## config.mk

```make
export PLATFORM = sky130hd
export DESIGN_NAME = ram_64
export DESIGN_NICKNAME = d
export VERILOG_FILES = /design/src/rtl/ram_64_pkg.sv /design/src/rtl/ram_64.sv
export SDC_FILE = /design/constraint.sdc
export NUM_CORES = 2
export LEC_CHECK = 0
export ABC_CLOCK_PERIOD_IN_PS = 6300
export BUFFER_PORTS_ARGS = -buffer_cell sky130_fd_sc_hd__buf_2
export CORE_AREA = 2 2 425 427
export DETAILED_ROUTE_END_ITERATION = 8
export DIE_AREA = 0 0 427 429
export PLACE_DENSITY = 0.69
export SLEW_MARGIN = 20
export SYNTH_ARGS = -nofsm -noshare
export SYNTH_HDL_FRONTEND = slang
export SYNTH_SLANG_ARGS = --single-unit
```

## constraint.sdc

```tcl
create_clock -name clk -period 6.3 [get_ports clk]
set_clock_uncertainty 0.1 [all_clocks]
set_input_delay 0 -clock clk [delete_from_list [all_inputs] [get_ports clk]]
set_output_delay 0 -clock clk [all_outputs]
set_load 0.02 [all_outputs]
```

## src/rtl/ram_64_pkg.sv

```systemverilog
// Shared definitions for the ram_64 register-array memory.
// Holds the common data width and the RAM geometry constants.
package ram_64_pkg;

  localparam int RAM_DATA_WIDTH = 32;
  localparam int RAM_DEPTH      = 64;
  localparam int RAM_ADDR_BITS  = 6;

endpackage : ram_64_pkg

```

## src/rtl/ram_64.sv

```systemverilog
// Single-port-address register-array RAM with one-cycle registered read.
// Define RAM_64_WRITE_FIRST_EN for write-first collision behaviour (default: read-first).
module ram_64
  import ram_64_pkg::*;
#(
  parameter int DATA_WIDTH = RAM_DATA_WIDTH,
  parameter int DEPTH      = RAM_DEPTH,
  parameter int ADDR_BITS  = RAM_ADDR_BITS
) (
  input  logic                  clk,
  input  logic                  rst,
  input  logic [DATA_WIDTH-1:0] address,
  input  logic [DATA_WIDTH-1:0] data_in,
  input  logic                  write_en,
  input  logic                  read_en,
  output logic [DATA_WIDTH-1:0] data_out
);

  logic [DATA_WIDTH-1:0] mem_r [DEPTH];
  logic [DATA_WIDTH-1:0] data_out_r;
  logic [DATA_WIDTH-1:0] rd_data_s;
  logic [ADDR_BITS-1:0]  idx_s;
  logic                  in_range_s;
  logic                  collision_s;
  logic                  do_write_s;

  assign idx_s = address[ADDR_BITS-1:0];

  // Decode address range and same-edge read/write collision.
  always_comb begin
    in_range_s  = 1'b0;
    collision_s = 1'b0;
    do_write_s  = 1'b0;
    if (address[DATA_WIDTH-1:ADDR_BITS] == {(DATA_WIDTH-ADDR_BITS){1'b0}}) begin
      in_range_s  = 1'b1;
      collision_s = write_en & read_en;
      do_write_s  = write_en;
    end else begin
      in_range_s  = 1'b0;
      collision_s = 1'b0;
      do_write_s  = 1'b0;
    end
  end

  // Select the word the read port will capture; out-of-range reads return zero.
  always_comb begin
    rd_data_s = {DATA_WIDTH{1'b0}};
    if (!in_range_s) begin
      rd_data_s = {DATA_WIDTH{1'b0}};
    end else if (collision_s) begin
`ifdef RAM_64_WRITE_FIRST_EN
      rd_data_s = data_in;
`else
      rd_data_s = mem_r[idx_s];
`endif
    end else begin
      rd_data_s = mem_r[idx_s];
    end
  end

  // Storage and read register; reset clears everything and overrides both enables.
  always_ff @(posedge clk) begin
    if (rst) begin
      for (int i = 0; i < DEPTH; i++) begin
        mem_r[i] <= {DATA_WIDTH{1'b0}};
      end
      data_out_r <= {DATA_WIDTH{1'b0}};
    end else begin
      if (do_write_s) begin
        mem_r[idx_s] <= data_in;
      end
      if (read_en) begin
        data_out_r <= rd_data_s;
      end
    end
  end

  assign data_out = data_out_r;

endmodule : ram_64

```

## After elaboration in Yosys (flattened, before gate mapping)

Memories as Yosys holds them, arrays and structs flattened.
Cells that the tools add are included.

- Reduce and logical (&&, ||, !) cells: 2
- Multiplexer cells: 11
- $add $sub $neg: 0
- Bitwise logic cells: 0
- Divide/modulo/power cells: 0
- Equal/unequal tests: 0
- Magnitude comparators: 0
- Shift-type cells: 0
- $mul: 0

Operator list:

| operator | number |
|---|---|
| $mux W32 | 2 |
| $reduce_or A32 Y1 | 1 |
| $logic_not A26 Y1 | 1 |
| $mux W1 | 8 |
| $mux W6 | 1 |

- Word-level logic and storage cells: 15
- Memories kept: 1
- Output and inout bits: 32
- Bits in latches: 0
- Flip-flop bits (word level): 32
- Bits in read-only memories: 0
- Bits in writable memories: 2048

Memory list:

| memory | words | bits a word | read ports | clocked after Yosys merged registers in | write ports | line | RTL |
|---|---|---|---|---|---|---|---|
| mem_r | 64 | 32 | 1 | 0 | 64 | ram_64.sv:19 | `logic [DATA_WIDTH-1:0] mem_r [DEPTH];` |

## Longest topological paths before layout

- Depth in word-level cells: 7
- Depth in mapped cells: 11
- Mapped depth without buffers: 6

## Worst setup path after synthesis

Ideal clock, no wire load.

- Kind: input to register
- Start: in address[15]
- End: mem mem_r[1][0] in the netlist's numbering, enable pin
- Path buffers: 1
- Stages on the path: 7
- Data arrival time: 1.866 ns
- Slack: 3.960 ns
- Cell sequence: or4_1 nor3_2 nand4_1 nand2b_1 clkbuf_1 nor2_1 or2_2

RTL lines:

| what | line | RTL |
|---|---|---|
| start: declaration | ram_64.sv:12 | `input logic [DATA_WIDTH-1:0] address,` |
| end: declaration | ram_64.sv:19 |  |

## Worst setup path after layout

- Start: in address[0]
- End: reg data_out_r[17], in the netlist data_out[17]

- Cells in the longest elaborated chain, start to end: 2

RTL lines:

| what | line | RTL |
|---|---|---|
| $mem_v2 Z64 W32 | -- |  |
| $mux W32 | ram_64.sv:48 | `if (!in_range_s) begin` |
| end signal: assignment | ram_64.sv:67 | `data_out_r <= {DATA_WIDTH{1'b0}};` |
| end signal: assignment | ram_64.sv:73 | `data_out_r <= rd_data_s;` |
| end: declaration | ram_64.sv:20 | `logic [DATA_WIDTH-1:0] data_out_r;` |

Every way passes these cells.
A chain may end at the register's enable or synchronous reset.

==> summary.md <==
| Metric | Value |
|---|---|
| Total GRT Usage | 35.9% |
| Clock transition at path regs | 60 ps |
| #FFs+latches synth | between 2000 and 2500 |
| Worst-Margin Slew | around 1300 ps |
| Initial DRC Count | 11324 |
| Met1 Track Usage GR | between 40% and 50% |
| Area Growth Syn to Fin | 9.28% |
| Final period util | 72.0% |
| Critical path type | input port to register |
| Setup crit end kind | register |
| Max clock buf depth | 3 |
| Number of setup buffers added after CTS | 0 |
| Initial Utilization | 52.9% |
| IO Port Bufs | 99 |
| Core Region | between 150000 and 200000 µm² |
| Initial antenna violation count | 43 |
| Leakage power | roughly 0.036 µW |
| Reg area | 62100 µm² |
| Vias in the first global route | just under 60000 |
| Synthesized area | 94200 µm² |
| Setup Viol. Count Final | 0 |
| I/O Pins | 100 |
| Post-route DRC | 0 |
| H-tree Lvls | 4 |
| Die extent in y | ~430 µm |
| Met3 GRT Util | a little over a tenth |
| Worst EP required | 7000 ps |
| Sequential-to-total area share from yosys stat | 66.0% |
| # placed instances | 8944 |
| Hold Path Class | input port to register |
| Routed len/inst | 35.5 µm |
| Multi-input logic area | 28900 µm² |
| Fin cells | between 9000 and 10000 |
| DRT Pass-1 Iters | 7 |
| Number of flops mapped to enable cells by yosys | 2048 |
| Die area | 183000 µm² |
| Global routing's busiest layer | met2 |
| Routed WL | approximately 330000 µm |
| Final Hold Fails | 0 |
| Synthesized instance count | 7095 |
| Rel. slew slack | 10.7% |
| F_max | 0.220 GHz |
| Max Cap Viol | 0 |
| CP max FO | 48 |
| Power Density | 296 nW/µm² |
| TNS Setup | 0 ps |
| Largest net degree at the start of global routing | 140 |
| CP arrival | 5240 ps |
| First-pass GRT wire length | 462000 µm |
| Rows | 155 |
| Layout cells sized above 1 | between 10% and 20% |
| Met2 Usage GRT | 52.5% |
| Routability cong. | between 1 and 1.5 |
| Hpwl dp | approximately 200000 µm |
| CP Launch Type | input port |
| Placement Setup Slack | 1810 ps |
| Clock Tree Root | clkbuf_16 |
| Nets | 6905 |
| Final ANT Viol Nets | 0 |
| Syn avg cell area | 13.3 µm² |
| CTS resizes | 0 |
| CTS buffer count | 208 |
| Die width | 427 µm |
| Fin. max-slew vios | 0 |
| Clock tree from TritonCTS | built |
| Total clock sinks | about 2100 |
| Post-synth top area cell | edfxtp_1 |
| VDD IR-drop max | 0.306 mV |
| RSZ-0062 raised after global routing | false |
| Yosys cell types | 72 |
| Fillers | about 14000 |
| GR Overflow Total | 0 |
| Vias per inst | around 6.7 |
| Hold_buf cts | 36 |
| Run status | finished clean |
| Synth top area share | 65.3% |
| Worst-Skew Late Latency | ~900 ps |
| Most common cell after layout, fill and taps aside | and2_1 |
| Synth top area cells | edfxtp_1 (65%), and2_1 (14%), a22oi_1 (3.9%) |
| Syn nets | 7163 |
| FFs w/ async S/R, synth | 0% |
| Routed vias | 63248 |
| Ys Warns | 0 |
| Final critical-path required period | roughly 4500 ps |
| Final WS setup | 1760 ps |
| Design Power | 30500 µW |
| Primary FF master, synth | edfxtp_1 |
| Most frequent cells in the layout | and2_1 (2049), edfxtp_1 (2048), a22oi_1 (490) |
-- worst paths after layout --
kind | from | to | slack [ps] | depth (start not counted)
setup reg to reg | mem_r[23][30] | data_out[30] | 2930 | 5
setup / recovery | address[0] | data_out[17] | 1760 | 10
hold reg to reg | data_out[7] | data_out[7] | 520 | 2
hold / removal | data_in[9] | mem_r[36][9] | 40 | 3
-- final cells by class --
cell class | count | area share (%)
Antenna cell | 17 | 0.0413
Clock buffer | 265 | 5.34
Clock inverter | 122 | 0.999
Inverter | 5 | 0.0255
Multi-Input combinational cell | 4231 | 28.0
Sequential cell | 2080 | 60.4
Tap cell | 2355 | 2.86
Timing Repair Buffer | 311 | 2.31
-- per-layer routing --
metal / vias to the layer above / wire (µm)
met1: 31818 / 119000
met5: - / 222
met3: 909 / 45100
met2: 4682 / 145000
met4: 34 / 23600
li1: 25805 / -
-- cells in the mapped netlist, drive strengths merged, types with 6 or more instances --
| cell | number |
|---|---|
| and2 | 2052 |
| edfxtp | 2048 |
| clkbuf | 500 |
| a22oi | 490 |
| buf | 279 |
| a221oi | 216 |
| o22ai | 196 |
| nor2 | 177 |
| mux2i | 150 |
| a21oi | 147 |
| o21ai | 128 |
| nand2 | 85 |
| mux2 | 80 |
| nor3 | 76 |
| or2 | 65 |
| a22o | 42 |
| or4 | 34 |
| dfxtp | 32 |
| a221o | 30 |
| a222oi | 22 |
| a32oi | 17 |
| nor4 | 17 |
| nand3 | 16 |
| a211oi | 15 |
| o2bb2ai | 13 |
| a2111oi | 12 |
| a41oi | 12 |
| o22a | 12 |
| o21a | 11 |
| o31a | 11 |
| nand2b | 10 |
| o32a | 10 |
| o32ai | 9 |
| o221ai | 8 |
| a31oi | 7 |
| nor2b | 7 |
| nor3b | 6 |
| or3 | 6 |
-- power breakdown --
part	leakage, µW	switching (µW)	total, µW	internal, µW
Combinational	0.0126	1780	2300	519
Sequential	0.0197	201	16000	15800
Clock	0.00318	5490	12100	6640
Total	0.0355	7470	30500	23000
-- cells by family after synthesis --
kind of cell    synth area share, %
mux                            2.67
compound gates                 11.1
simple gates                   16.6
buf+inv                        3.60
flops                          66.0
-- metrics by stage --
| step | instance area [µm²] | hold WS (ps) | util (%) |
|---|---|---|---|
| 6_report | 103000 | 39.9 | 57.8 |
| 2_1_floorplan | 94200 | 82.9 | - |
| 4_1_cts | 103000 | 6.33 | 57.8 |
| 5_1_grt | 103000 | 54.0 | 57.8 |
| 3_3_place_gp | 96000 | 394 | 53.9 |
| 3_5_place_dp | 96000 | 397 | 53.9 |
-- registers in the layout, indices dropped and copies added (netlist names) --
name and cells:
mem_r 2048, data_out 32
-- worst max-delay path, stage by stage --
cell and delay (ps):
dlygate4sd3_1 540, buf_6 380, and2_4 750, buf_4 640, buf_4 610, a22oi_1 170
o21ai_0 1010, or4_1 330, nor3_1 180, a41oi_1 310
No activity file was read; power rests on OpenSTA's default activity.
